**src/rtl/gps_signal_gen_if.sv**
```systemverilog
// Control and sample-stream bundle for the synthetic GPS L1 C/A source.
// The master side drives the controls; the slave side is the generator itself.
interface gps_signal_gen_if;
    logic        start;
    logic        stop;
    logic [5:0]  prn;
    logic [9:0]  init_chip_delay;
    logic [15:0] doppler_omega;
    logic        nav_bit;

    logic        adc_clk;
    logic        i_sample;
    logic        q_sample;
    logic        busy;
    logic        code_epoch;
    logic        data_req;
    logic [12:0] sample_count;

    modport master (
        output start, stop, prn, init_chip_delay, doppler_omega, nav_bit,
        input  adc_clk, i_sample, q_sample, busy, code_epoch, data_req, sample_count
    );

    modport slave (
        input  start, stop, prn, init_chip_delay, doppler_omega, nav_bit,
        output adc_clk, i_sample, q_sample, busy, code_epoch, data_req, sample_count
    );
endinterface

```
**src/rtl/gps_signal_gen.sv**
```systemverilog
// Synthetic GPS L1 C/A baseband source: 1-bit I/Q samples plus a divided sample clock,
// carrying a selected PRN, an initial code phase, carrier Doppler rotation and nav data.
module gps_signal_gen #(
    parameter int unsigned CLK_DIV        = 8,
    parameter int unsigned CODE_NCO_OMEGA = 131,
    parameter int unsigned BURST_LEN      = 4096,
    parameter int unsigned EPOCHS_PER_BIT = 20
) (
    input logic             clk,
    input logic             rst,
    gps_signal_gen_if.slave bus
);

    localparam int unsigned DIV_W   = $clog2(CLK_DIV);
    localparam int unsigned EPOCH_W = $clog2(EPOCHS_PER_BIT + 1);
    localparam logic [DIV_W-1:0]   DIV_HALF  = DIV_W'(CLK_DIV / 2);
    localparam logic [DIV_W-1:0]   DIV_LAST  = DIV_W'(CLK_DIV - 1);
    localparam logic [EPOCH_W-1:0] EPOCH_MAX = EPOCH_W'(EPOCHS_PER_BIT);
    localparam logic [9:0]         LAST_CHIP = 10'd1022;

    typedef enum logic [1:0] {StIdle, StLoad, StRun} state_e;

    // G2 phase-select taps per PRN, returned as a one-hot-pair mask; invalid PRNs give 0.
    function automatic logic [10:1] tap_mask(input logic [5:0] p);
        logic [7:0]  t;
        logic [10:1] m;
        case (p)
            6'd1:    t = {4'd2, 4'd6};
            6'd2:    t = {4'd3, 4'd7};
            6'd3:    t = {4'd4, 4'd8};
            6'd4:    t = {4'd5, 4'd9};
            6'd5:    t = {4'd1, 4'd9};
            6'd6:    t = {4'd2, 4'd10};
            6'd7:    t = {4'd1, 4'd8};
            6'd8:    t = {4'd2, 4'd9};
            6'd9:    t = {4'd3, 4'd10};
            6'd10:   t = {4'd2, 4'd3};
            6'd11:   t = {4'd3, 4'd4};
            6'd12:   t = {4'd5, 4'd6};
            6'd13:   t = {4'd6, 4'd7};
            6'd14:   t = {4'd7, 4'd8};
            6'd15:   t = {4'd8, 4'd9};
            6'd16:   t = {4'd9, 4'd10};
            6'd17:   t = {4'd1, 4'd4};
            6'd18:   t = {4'd2, 4'd5};
            6'd19:   t = {4'd3, 4'd6};
            6'd20:   t = {4'd4, 4'd7};
            6'd21:   t = {4'd5, 4'd8};
            6'd22:   t = {4'd6, 4'd9};
            6'd23:   t = {4'd1, 4'd3};
            6'd24:   t = {4'd4, 4'd6};
            6'd25:   t = {4'd5, 4'd7};
            6'd26:   t = {4'd6, 4'd8};
            6'd27:   t = {4'd7, 4'd9};
            6'd28:   t = {4'd8, 4'd10};
            6'd29:   t = {4'd1, 4'd6};
            6'd30:   t = {4'd2, 4'd7};
            6'd31:   t = {4'd3, 4'd8};
            6'd32:   t = {4'd4, 4'd9};
            default: t = 8'd0;
        endcase
        for (int k = 1; k <= 10; k++) begin
            m[k] = (4'(k) == t[7:4]) || (4'(k) == t[3:0]);
        end
        return m;
    endfunction

    state_e             state_q;
    logic [10:1]        g1_q;
    logic [10:1]        g2_q;
    logic [10:1]        tap_mask_q;
    logic [8:0]         code_nco_q;
    logic [15:0]        phase_q;
    logic [9:0]         chip_cnt_q;
    logic [9:0]         load_rem_q;
    logic [EPOCH_W-1:0] epoch_cnt_q;
    logic [DIV_W-1:0]   div_q;
    logic               data_q;
    logic               adc_clk_q;
    logic               i_q;
    logic               q_q;
    logic               busy_q;
    logic               code_epoch_q;
    logic               data_req_q;
    logic [12:0]        sample_count_q;

    logic [9:0]         nco_sum;
    logic               carry;
    logic               chip;
    logic               cos_bit;
    logic               sin_bit;
    logic               tick;
    logic               burst_end;
    logic [10:1]        g1_next;
    logic [10:1]        g2_next;
    logic [12:0]        sc_inc;
    logic [EPOCH_W-1:0] epoch_inc;
    logic [9:0]         delay_sat;

    always_comb begin
        nco_sum   = {1'b0, code_nco_q} + 10'(CODE_NCO_OMEGA);
        carry     = nco_sum[9];
        chip      = (|tap_mask_q) & (g1_q[10] ^ (^(g2_q & tap_mask_q)));
        cos_bit   = phase_q[15] ^ phase_q[14];
        sin_bit   = phase_q[15];
        tick      = (state_q == StRun) && (div_q == DIV_HALF);
        sc_inc    = sample_count_q + 13'd1;
        burst_end = (BURST_LEN != 0) && (sc_inc == 13'(BURST_LEN));
        epoch_inc = epoch_cnt_q + EPOCH_W'(1);
        g1_next   = {g1_q[9:1], g1_q[3] ^ g1_q[10]};
        g2_next   = {g2_q[9:1], g2_q[2] ^ g2_q[3] ^ g2_q[6] ^ g2_q[8] ^ g2_q[9] ^ g2_q[10]};
        delay_sat = (bus.init_chip_delay > LAST_CHIP) ? LAST_CHIP : bus.init_chip_delay;
    end

    always_ff @(posedge clk or negedge rst) begin
        if (!rst) begin
            state_q        <= StIdle;
            g1_q           <= '1;
            g2_q           <= '1;
            tap_mask_q     <= '0;
            code_nco_q     <= '0;
            phase_q        <= '0;
            chip_cnt_q     <= '0;
            load_rem_q     <= '0;
            epoch_cnt_q    <= '0;
            div_q          <= '0;
            data_q         <= 1'b0;
            adc_clk_q      <= 1'b0;
            i_q            <= 1'b0;
            q_q            <= 1'b0;
            busy_q         <= 1'b0;
            code_epoch_q   <= 1'b0;
            data_req_q     <= 1'b0;
            sample_count_q <= '0;
        end else begin
            code_epoch_q <= 1'b0;
            data_req_q   <= 1'b0;
            case (state_q)
                StIdle: begin
                    adc_clk_q <= 1'b0;
                    busy_q    <= 1'b0;
                    if (bus.start) begin
                        g1_q           <= '1;
                        g2_q           <= '1;
                        tap_mask_q     <= tap_mask(bus.prn);
                        code_nco_q     <= '0;
                        phase_q        <= '0;
                        chip_cnt_q     <= '0;
                        epoch_cnt_q    <= '0;
                        div_q          <= '0;
                        sample_count_q <= '0;
                        load_rem_q     <= delay_sat;
                        data_q         <= bus.nav_bit;
                        busy_q         <= 1'b1;
                        state_q        <= StLoad;
                    end
                end
                StLoad: begin
                    if (bus.stop) begin
                        state_q   <= StIdle;
                        busy_q    <= 1'b0;
                        adc_clk_q <= 1'b0;
                    end else begin
                        if (load_rem_q != 10'd0) begin
                            g1_q       <= g1_next;
                            g2_q       <= g2_next;
                            chip_cnt_q <= chip_cnt_q + 10'd1;
                            load_rem_q <= load_rem_q - 10'd1;
                        end
                        // Last advance and the RUN transition share a clk; delay 0 still costs one.
                        if (load_rem_q <= 10'd1) begin
                            state_q <= StRun;
                            div_q   <= '0;
                        end
                    end
                end
                StRun: begin
                    if (bus.stop) begin
                        state_q   <= StIdle;
                        busy_q    <= 1'b0;
                        adc_clk_q <= 1'b0;
                    end else begin
                        div_q     <= (div_q == DIV_LAST) ? '0 : div_q + DIV_W'(1);
                        adc_clk_q <= (div_q < DIV_HALF);
                        if (tick) begin
                            i_q            <= chip ^ data_q ^ cos_bit;
                            q_q            <= chip ^ data_q ^ sin_bit;
                            phase_q        <= phase_q + bus.doppler_omega;
                            code_nco_q     <= nco_sum[8:0];
                            sample_count_q <= sc_inc;
                            if (carry) begin
                                g1_q <= g1_next;
                                g2_q <= g2_next;
                                if (chip_cnt_q == LAST_CHIP) begin
                                    chip_cnt_q   <= '0;
                                    code_epoch_q <= 1'b1;
                                    if (epoch_inc == EPOCH_MAX) begin
                                        epoch_cnt_q <= '0;
                                        data_q      <= bus.nav_bit;
                                        data_req_q  <= 1'b1;
                                    end else begin
                                        epoch_cnt_q <= epoch_inc;
                                    end
                                end else begin
                                    chip_cnt_q <= chip_cnt_q + 10'd1;
                                end
                            end
                            if (burst_end) begin
                                state_q   <= StIdle;
                                busy_q    <= 1'b0;
                                adc_clk_q <= 1'b0;
                            end
                        end
                    end
                end
                default: state_q <= StIdle;
            endcase
        end
    end

    assign bus.adc_clk      = adc_clk_q;
    assign bus.i_sample     = i_q;
    assign bus.q_sample     = q_q;
    assign bus.busy         = busy_q;
    assign bus.code_epoch   = code_epoch_q;
    assign bus.data_req     = data_req_q;
    assign bus.sample_count = sample_count_q;

endmodule
```
**src/flat_wrapper.sv**
```systemverilog
// flat-port wrapper written by rule: the top's interface ports become plain ports
module gps_signal_gen_flat 
#(
    parameter int unsigned CLK_DIV        = 8,
    parameter int unsigned CODE_NCO_OMEGA = 131,
    parameter int unsigned BURST_LEN      = 4096,
    parameter int unsigned EPOCHS_PER_BIT = 20
)
  (clk, rst, bus_start, bus_stop, bus_prn, bus_init_chip_delay, bus_doppler_omega, bus_nav_bit, bus_adc_clk, bus_i_sample, bus_q_sample, bus_busy, bus_code_epoch, bus_data_req, bus_sample_count);
  gps_signal_gen_if bus_i ();
  input logic clk;
  input logic rst;
  input wire logic [$bits(bus_i.start)-1:0] bus_start;
  input wire logic [$bits(bus_i.stop)-1:0] bus_stop;
  input wire logic [$bits(bus_i.prn)-1:0] bus_prn;
  input wire logic [$bits(bus_i.init_chip_delay)-1:0] bus_init_chip_delay;
  input wire logic [$bits(bus_i.doppler_omega)-1:0] bus_doppler_omega;
  input wire logic [$bits(bus_i.nav_bit)-1:0] bus_nav_bit;
  output wire logic [$bits(bus_i.adc_clk)-1:0] bus_adc_clk;
  output wire logic [$bits(bus_i.i_sample)-1:0] bus_i_sample;
  output wire logic [$bits(bus_i.q_sample)-1:0] bus_q_sample;
  output wire logic [$bits(bus_i.busy)-1:0] bus_busy;
  output wire logic [$bits(bus_i.code_epoch)-1:0] bus_code_epoch;
  output wire logic [$bits(bus_i.data_req)-1:0] bus_data_req;
  output wire logic [$bits(bus_i.sample_count)-1:0] bus_sample_count;
  assign bus_i.start = bus_start;
  assign bus_i.stop = bus_stop;
  assign bus_i.prn = bus_prn;
  assign bus_i.init_chip_delay = bus_init_chip_delay;
  assign bus_i.doppler_omega = bus_doppler_omega;
  assign bus_i.nav_bit = bus_nav_bit;
  assign bus_adc_clk = bus_i.adc_clk;
  assign bus_i_sample = bus_i.i_sample;
  assign bus_q_sample = bus_i.q_sample;
  assign bus_busy = bus_i.busy;
  assign bus_code_epoch = bus_i.code_epoch;
  assign bus_data_req = bus_i.data_req;
  assign bus_sample_count = bus_i.sample_count;
  gps_signal_gen #(.CLK_DIV(CLK_DIV), .CODE_NCO_OMEGA(CODE_NCO_OMEGA), .BURST_LEN(BURST_LEN), .EPOCHS_PER_BIT(EPOCHS_PER_BIT)) u_core (.clk(clk), .rst(rst), .bus(bus_i));
endmodule
```
**config.mk**
```make
export PLATFORM = sky130hd
export DESIGN_NAME = gps_signal_gen_flat
export DESIGN_NICKNAME = d
export VERILOG_FILES = /design/src/rtl/gps_signal_gen_if.sv /design/src/rtl/gps_signal_gen.sv /design/src/flat_wrapper.sv
export SDC_FILE = /design/constraint.sdc
export NUM_CORES = 1
export LEC_CHECK = 0
export CORE_ASPECT_RATIO = 2
export CORE_MARGIN = 1
export CORE_UTILIZATION = 50
export CTS_CLUSTER_DIAMETER = 40
export DETAILED_ROUTE_END_ITERATION = 7
export DONT_BUFFER_PORTS = 1
export GPL_ROUTABILITY_DRIVEN = 0
export PLACE_DENSITY = 0.68
export SYNTH_ARGS = -nofsm -noshare
export SYNTH_HDL_FRONTEND = slang
export SYNTH_SLANG_ARGS = --single-unit
```
**constraint.sdc**
```tcl
create_clock -name clk -period 2.1 [get_ports clk]
set_input_delay 0.42 -clock clk [delete_from_list [all_inputs] [get_ports clk]]
set_output_delay 0.42 -clock clk [all_outputs]
set_load 0.005 [all_outputs]
```
==> impl_metrics.ini, run 1 <==
[pwr]
power_per_cell_area_nw_per_um2 = 920
seq_power_share = 0.329
sw_frac_of_total = 0.364
clockPowerShare = 0.225
p_switching_mw = 2.94
internal-power_mw = 5.13
power_leakage_nw = 3.86
power_frac_comb = 0.446
total_power_mw = 8.06
vdd_drop_max_mv = 0.587

[synthesis]
syn_area_per_cell_um2 = 8.63
ys_seq_area_frac = 0.379
async_flop_share = 1.00
ys_types = 70
yosys_warnings = 0
ys.flop_type = dfrtp_1
synth_fp_nets = 884
synth-edff-count = 0
synth_seq_cells = 105
syn-cell-area_um2 = 7000
syn_inst = 811

[final_layout]
final_layout_size_suffix_gt1_frac = 0.266
stdcell_area_um2 = 8770
antenna_cells = 0
synthToLayoutAreaGrowth_pct = 25.3
layout_commonest_cell = buf_4
final_nets = 987
final_cell_mix = buf_4, dfrtp_1, a21oi_1

[drt]
drtAntennaViolNets = 0
drc = 0
drtIter0Drc = 263
wirelength_um = 18700
dr.pass1.iters = 6
wl_per_cell_um = 16.9
via_per_inst = 5.91
num_vias = 6535

[critical_path]
crit_slowest_cell = a2111o_1
crit_fanout = 3
criticalPathCategory = reg2reg
start_kind = register
arrival_ps = 2510
slowest_delay_ps = 520
cp-end-kind = register
crit_chain = nand3_2 -> buf_4 -> nor4b_2 -> o2111ai_2 -> a2111o_1 -> o41ai_4 -> nand3b_1 -> o21ai_1
crit_required_ps = 2380

[sta]
setup-tns-final_ps = -260
slew_viol_final = 0
min_period_ps = 2240
worst_pin_slew_ps = 592
postLayoutSetupSlackWorst_ps = -137
whs_ps = -245
min_period_over_period = 1.07
rsz0062_at_grt = yes
setup_violations = 4
finalHoldViolCount = 102
slew_headroom = 0.605
fmax_mhz = 447
fin_worst_skew_ps = 11.0

[run_status]
status = finished with violations
violations = negative hold slack, negative setup slack

[clock_tree]
clkLatencyLatePin_ps = 350
cts.sinks = 105
cts-htree-levels = 3
tritoncts = done
cts_buffer_depth = 2
numCtsBuffers = 9
clk_pin_slew_ps = 70
cts-root-buf = clkbuf_16

[die]
fp.dieH_um = 169
die_x_um = 85.7
io_pins = 56
rows = 60
start_util = 0.515
die-area_um2 = 14500
core_area_um2 = 13600

[place]
dp_hpwl_um = 13300
port_buffers = 0
place_area_um2 = 7940

[flow_run]
maxCapViolations = 0

[global_route]
track_usage = 0.260
grt_max_degree = 106
antenna_found_initial = 0
grt_pass1_vias = 6661
gr-total-overflow = 0
grt_first_pass_wirelength_um = 30400

[hold_path]
hold_class = in2async
==> through the flow <==
step                       util  cells  setup WS [ps]
after global routing      0.645   1105           -227
after global placement    0.584   1060           -139
after CTS                 0.629   1092          -93.0
after floorplan               -    811          -60.9
final                     0.645   1105           -137
after detailed placement  0.584   1060           -202
==> sequential cells by signal, indices dropped and copies added (netlist names), 3 cells and up <==
signal	flops
u_core.chip_cnt_q	10
u_core.load_rem_q	10
u_core.code_nco_q	9
u_core.epoch_cnt_q	5
u_core.div_q	3
u_core.tap_mask_q	10
u_core.g1_q	10
u_core.phase_q	16
u_core.g2_q	10
u_core.bus.sample_count	13
==> critical path, delay by kind of cell (launching register included) <==
family,cells,cell delay [ps]
DFF,1,400
and+or+nand+nor,3,500
buffers and inverters,1,150
AOI/OAI and AO/OA,4,1120
==> synth_stat cells, types with 3 or more instances <==
library cell / instances / area share
clkbuf_1: 27 / 0.014
or3_1: 5 / 0.0045
buf_1: 4 / 0.0021
mux2_2: 4 / 0.0064
ha_1: 35 / 0.063
nor2_1: 69 / 0.037
o31ai_1: 10 / 0.011
and4_1: 3 / 0.0038
a32oi_1: 4 / 0.0050
nand2_1: 68 / 0.036
a21oi_1: 70 / 0.050
and3_1: 11 / 0.0098
nand2b_1: 17 / 0.015
a21o_1: 12 / 0.013
nor4_1: 6 / 0.0054
dfstp_2: 20 / 0.075
o22ai_1: 6 / 0.0054
nor2b_1: 7 / 0.0063
buf_2: 10 / 0.0072
a221oi_1: 4 / 0.0050
a211oi_1: 13 / 0.014
xnor2_1: 23 / 0.029
mux2i_1: 12 / 0.017
a22oi_1: 8 / 0.0086
inv_1: 36 / 0.019
dfrtp_1: 85 / 0.30
o21ai_0: 80 / 0.057
o21bai_1: 6 / 0.0064
and2_1: 6 / 0.0054
nor3b_1: 11 / 0.012
xor2_1: 7 / 0.0088
o211ai_1: 3 / 0.0032
nor3_1: 15 / 0.011
nand3_1: 27 / 0.019
a31oi_1: 20 / 0.018
a22o_1: 6 / 0.0075
nand3b_1: 5 / 0.0054
nand4_1: 10 / 0.0089
==> layout make-up <==
type / instances / area (µm²)
clock buffer: 12 / 300
clock inverter: 4 / 27.5
fill: 1085 / 4820
inverter: 36 / 135
multi-input combinational: 625 / 4320
sequential: 105 / 2650
tap: 186 / 233
timing repair buffer: 137 / 1100
==> final timing paths <==
kind | to | cells after the start | startpoint | slack (ps)
worst max-delay path | u_core.bus.busy | 8 | u_core.bus.sample_count[3] | -140
worst min-delay path | u_core.phase_q[3] | 0 | rst | -250
worst max register to register | u_core.bus.busy | 8 | u_core.bus.sample_count[3] | -140
worst min register to register | u_core.g1_q[2] | 2 | u_core.g1_q[2] | 480
max in group asynchronous | u_core.g2_q[10] | 0 | rst | 2060
min in group clk | u_core.bus.adc_clk | 1 | bus_stop | 190
==> metal layers <==
layer | track usage | up-vias | part of all wire
met5 | 0 | - | 0
met4 | 0.109 | 0 | 0.028
met3 | 0.0365 | 41 | 0.028
met2 | 0.513 | 145 | 0.58
met1 | 0.263 | 3195 | 0.37
li1 | - | 3154 | -
==> power groups by stage <==
stage | registers (mW) | clock network [mW] | logic (mW)
after floorplan | 2.63 | 0 | 2.25
after global placement | 2.65 | 0 | 3.28
after detailed placement | 2.67 | 0 | 3.40
after CTS | 2.63 | 1.84 | 3.72
after global routing | 2.69 | 1.92 | 3.97
final | 2.65 | 1.81 | 3.59
==> kinds of logic after synthesis <==
kind of cell	share of synthesized area
AO/OA/AOI/OAI	0.249
flip-flops	0.379
buffers and inverters	0.0475
multiplexers	0.0236
adder cells (fa/ha/maj)	0.0654
AND/OR/NAND/NOR	0.195
XOR/XNOR	0.0408
==> timing repair <==
action / in CTS / in global routing
pin swaps: 14 / 23
gates resized for setup: 36 / 36
setup endpoints to repair: 16 / 56
gates cloned: 1 / 0
setup buffers: 15 / 14
endpoints found under the hold margin: 105 / 105
No activity file was read; power rests on OpenSTA's default activity.
==> run 2: changes to the inputs <==
--- a/config.mk
+++ b/config.mk
@@ -6,7 +6,7 @@
 export NUM_CORES = 1
 export LEC_CHECK = 0
 export CORE_ASPECT_RATIO = 2
-export CORE_MARGIN = 1
+export CORE_MARGIN = 5
 export CORE_UTILIZATION = 50
 export CTS_CLUSTER_DIAMETER = 40
 export DETAILED_ROUTE_END_ITERATION = 7
==> impl_metrics.ini, run 2 (synthesis results as in run 1) <==
[die]
rows = 61
start_util = 0.507
core_area_um2 = 13800
fp.dieH_um = 177
die_x_um = 93.7
io_pins = 56
die-area_um2 = 16600

[critical_path]
rr_endpoint = u_core.bus.busy
crit_slowest_cell = a2111o_1
start_kind = register
rr_startpoint = u_core.bus.sample_count[3]
cp_num_buf_inv = 1
cp-end-kind = register
crit_required_ps = 2370
crit_start = u_core.bus.sample_count[3]
crit_cells = 8
r2r_slack_ps = -110
slowest_delay_ps = 500
criticalPathCategory = reg2reg
arrival_ps = 2480
crit_fanout = 10
cp_top_family = compound AO/OA/AOI/OAI gates
ff2ff_path_depth = 8
crit_path_end = u_core.bus.busy
crit_chain = buf_4 -> and3_1 -> a21oi_1 -> o2111ai_1 -> a2111o_1 -> o41ai_4 -> nand3b_1 -> o21ai_1

[pwr]
vdd_drop_max_mv = 0.720
total_power_mw = 8.32
power_per_cell_area_nw_per_um2 = 936
power_leakage_nw = 3.90

[place]
placedCellCount = 1067
place_area_um2 = 7990
preCtsSetupSlack_ps = -186
port_buffers = 0
dp_hpwl_um = 13600

[global_route]
gr-total-overflow = 0
antenna_found_initial = 0
grt_max_degree = 106
grt_pass1_vias = 6752
grt_first_pass_wirelength_um = 30700
track_usage = 0.226

[clock_tree]
clkLatencyLatePin_ps = 350
tritoncts = done
cts-htree-levels = 3
clk_pin_slew_ps = 80
cts.sinks = 105
numCtsBuffers = 9
cts_buffer_depth = 2
cts-root-buf = clkbuf_16

[drt]
via_per_inst = 5.94
wirelength_um = 19100
num_vias = 6590
dr.pass1.iters = 5
drc = 0
drtAntennaViolNets = 0
drtIter0Drc = 279
wl_per_cell_um = 17.2

[final_layout]
antenna_cells = 0
layout_commonest_cell = buf_4
layout.cells.non_filler = 1110
final_cell_mix = buf_4, dfrtp_1, nor2_1
final_layout_size_suffix_gt1_frac = 0.281
max_flop_register = u_core.phase_q
largest_register_ffs = 16
final_nets = 989
synthToLayoutAreaGrowth_pct = 27.1
stdcell_area_um2 = 8890

[sta]
slew_viol_final = 0
min_period_ps = 2210
whs_ps = -245
rsz0062_at_grt = yes
finalHoldViolCount = 105
slew_headroom = 0.722
postLayoutSetupSlackWorst_ps = -107
fmax_mhz = 453
min_period_over_period = 1.05
worst_pin_slew_ps = 417
setup_violations = 6
fin_worst_skew_ps = 15.5

[run_status]
violations = negative hold slack, negative setup slack
status = finished with violations

[hold_path]
hold_class = in2async

[flow_run]
maxCapViolations = 0
-- run 2: stage by stage --
step                      utilization  TNS (ps)
after global routing            0.644     -1430
after global placement          0.578      -719
after floorplan                     -     -60.9
final                           0.644      -367
after CTS                       0.610      -152
after detailed placement        0.578     -1960
-- run 2: power by group --
| group | leakage (nW) | switching [mW] | internal (mW) |
|---|---|---|---|
| clock network | 0.148 | 0.844 | 0.845 |
| registers | 1.35 | 0.263 | 2.39 |
| logic | 2.40 | 2.03 | 1.96 |
| total | 3.90 | 3.13 | 5.19 |
-- run 2: how the worst min path moves through the flow --
stage                     start                   end  slack, ps  cells after the start
after floorplan             rst    u_core.bus.adc_clk        120                      0
after global placement      rst     u_core.phase_q[3]        130                      0
after detailed placement    rst     u_core.phase_q[3]        130                      0
after CTS                   rst  u_core.chip_cnt_q[4]       -260                      0
after global routing        rst     u_core.phase_q[3]       -260                      0
final                       rst     u_core.phase_q[3]       -240                      0
-- run 2: per-layer routing --
| layer | routed length, µm | global-route usage | vias to the layer above |
|---|---|---|---|
| met5 | 0 | 0 | - |
| met2 | 10900 | 0.442 | 163 |
| met4 | 720 | 0.108 | 0 |
| met3 | 654 | 0.0327 | 63 |
| li1 | - | - | 3165 |
| met1 | 6860 | 0.227 | 3199 |
-- run 2: cell type report --
type	count	area [µm²]
multi-input cells	625	4440
fillers	1116	4920
clock buffers	9	225
well taps	189	236
inverters	36	135
flip-flops and latches	105	2650
repair buffers	139	1140
clock inverters	7	68.8
-- run 2: repair_timing --
item | CTS | global route
setup endpoints to repair | 35 | 47
resized for setup | 22 | 71
buffers inserted | 8 | 21
gates cloned | 0 | 1
endpoints found under the hold margin | 105 | 105
pin swaps | 14 | 29
-- run 2: worst reg2reg max path, stage by stage (launching register included) --
cell and delay (ps):
dfrtp_1 410, buf_4 170, and3_1 200, a21oi_1 170, o2111ai_1 130, a2111o_1 500
o41ai_4 360, nand3b_1 110, o21ai_1 80
==> run 3: changes to the inputs <==
--- a/config.mk
+++ b/config.mk
@@ -5,14 +5,17 @@
 export SDC_FILE = /design/constraint.sdc
 export NUM_CORES = 1
 export LEC_CHECK = 0
+export CELL_PAD_IN_SITES_DETAIL_PLACEMENT = 1
+export CELL_PAD_IN_SITES_GLOBAL_PLACEMENT = 2
 export CORE_ASPECT_RATIO = 2
 export CORE_MARGIN = 5
-export CORE_UTILIZATION = 50
+export CORE_UTILIZATION = 40
 export CTS_CLUSTER_DIAMETER = 40
 export DETAILED_ROUTE_END_ITERATION = 7
 export DONT_BUFFER_PORTS = 1
 export GPL_ROUTABILITY_DRIVEN = 0
-export PLACE_DENSITY = 0.68
+export PLACE_DENSITY = 0.81
+export SKIP_LAST_GASP = 1
 export SYNTH_ARGS = -nofsm -noshare
 export SYNTH_HDL_FRONTEND = slang
 export SYNTH_SLANG_ARGS = --single-unit
==> constraint.sdc (replaced) <==
create_clock -name clk -period 2.5 [get_ports clk]
set_input_delay 0.5 -clock clk [delete_from_list [all_inputs] [get_ports clk]]
set_output_delay 0.5 -clock clk [all_outputs]
set_load 0.005 [all_outputs]
==> impl_metrics.ini, run 3 (synthesis results as in run 1) <==
[global_route]
grt.met2_usage = 0.395
grt_pass1_vias = 6791
busiest_layer = met2
gr-total-overflow = 0
track_usage = 0.192
gr-usage-met1 = 0.182
grt_use_met3 = 0.0272
grt_max_degree = 106
antenna_found_initial = 0
grt_first_pass_wirelength_um = 32700

[run_status]
status = finished with violations
violations = negative hold slack

[sta]
finalHoldViolCount = 90
rsz0062_at_grt = yes
whs_ps = -167
setup_violations = 0
min_period_over_period = 0.952
setup-tns-final_ps = 0
min_period_ps = 2380
fmax_mhz = 420
worst_pin_slew_ps = 637
slew_headroom = 0.576
slew_viol_final = 0
fin_worst_skew_ps = 6.59

[final_layout]
antenna_cells = 0
layout_commonest_cell = dfrtp_1
fill_cells = 2060
largest_register_ffs = 16
final_nets = 888
layout.cells.non_filler = 1030
synthToLayoutAreaGrowth_pct = 9.85
multi_input_area_um2 = 4020
seqCellArea_um2 = 2660
final_cell_mix = dfrtp_1, o21ai_0, a21oi_1
stdcell_area_um2 = 7690
final_layout_size_suffix_gt1_frac = 0.115
max_flop_register = u_core.phase_q

[clock_tree]
cts-root-buf = clkbuf_16
cts-htree-levels = 3
cts_buffer_depth = 2
tritoncts = done
numCtsBuffers = 9
clkLatencyLatePin_ps = 350
clk_pin_slew_ps = 70
cts.sinks = 105

[place]
port_buffers = 0
dp_hpwl_um = 15000
placedCellCount = 1014
place_area_um2 = 7370

[drt]
dr.pass1.iters = 5
drtIter0Drc = 134
drc = 0
wirelength_um = 19700
drtAntennaViolNets = 0
via_per_inst = 5.96
num_vias = 6134
wl_per_cell_um = 19.1

[critical_path]
criticalPathCategory = reg2reg
cp-end-kind = register
arrival_ps = 2620
crit_fanout = 3
crit_required_ps = 2740
start_kind = register

[pwr]
vdd_drop_max_mv = 0.363
total_power_mw = 6.18
power_leakage_nw = 3.30
power_per_cell_area_nw_per_um2 = 804

[die]
die_x_um = 104
fp.dieH_um = 197
die-area_um2 = 20400
rows = 68
start_util = 0.405
core_area_um2 = 17300
io_pins = 56

[flow_run]
maxCapViolations = 0

[hold_path]
hold_class = in2async
[run 3: cell count changes in the layout (fill, tap and decap cells not counted), moves of 6 or more]
cell,change
a21oi_1,+7
o21ai_1,-9
o21ai_2,-7
buf_4,-94
ha_4,-6
a21oi_2,-7
o21ai_0,+17
ha_1,+11
[run 3: worst max-delay path: stages (launching register included)]
cell	delay [ps]
dfrtp_1	390
ha_1	290
a2111oi_0	420
o21ai_1	230
a31oi_2	300
a21oi_1	110
a41o_1	220
a221o_1	320
[run 3: through the flow]
stage,utilization,worst slack (ps),hold slack [ps]
after CTS,0.445,26.8,-179
final,0.445,120,-167
after global placement,0.427,-25.3,207
after global routing,0.445,-23.3,-179
after detailed placement,0.427,-78.7,207
after floorplan,-,120,204
[run 3: path summary, 6_finish.rpt]
kind                                   start                 end  slack [ps]  cells after the start
setup / recovery           u_core.phase_q[6]  u_core.phase_q[13]         120                      7
hold reg to reg               u_core.g1_q[8]      u_core.g1_q[8]         480                      2
setup reg to reg           u_core.phase_q[6]  u_core.phase_q[13]         120                      7
max in group asynchronous                rst      u_core.g2_q[9]        2420                      0
min in group clk                    bus_stop  u_core.bus.adc_clk         250                      1
hold / removal                           rst   u_core.phase_q[6]        -170                      0
[run 3: where the power goes]
part           switching, mW  internal (mW)  total (mW)
clock                  0.664          0.788        1.45
combinational           1.40           1.06        2.46
sequential             0.262           2.00        2.27
[run 3: metal layers]
metal | vias up | share of wire
met4 | 0 | 0.026
met1 | 3071 | 0.36
met2 | 74 | 0.59
met5 | - | 0
li1 | 2959 | -
met3 | 30 | 0.026
[run 3: timing repair]
action                                  CTS  global route
gates resized for setup                   0             5
setup buffers                             0             0
endpoints found under the hold margin   101           101
endpoints found under the setup margin    0             5
[run 3: final cells by class]
| type | instances | share of cell area |
|---|---|---|
| multi-input combinational | 625 | 0.523 |
| sequential | 105 | 0.345 |
| timing repair buffer | 38 | 0.0404 |
| clock buffer | 13 | 0.0365 |
| tap | 210 | 0.0342 |
| inverter | 36 | 0.0176 |
| clock inverter | 3 | 0.00293 |
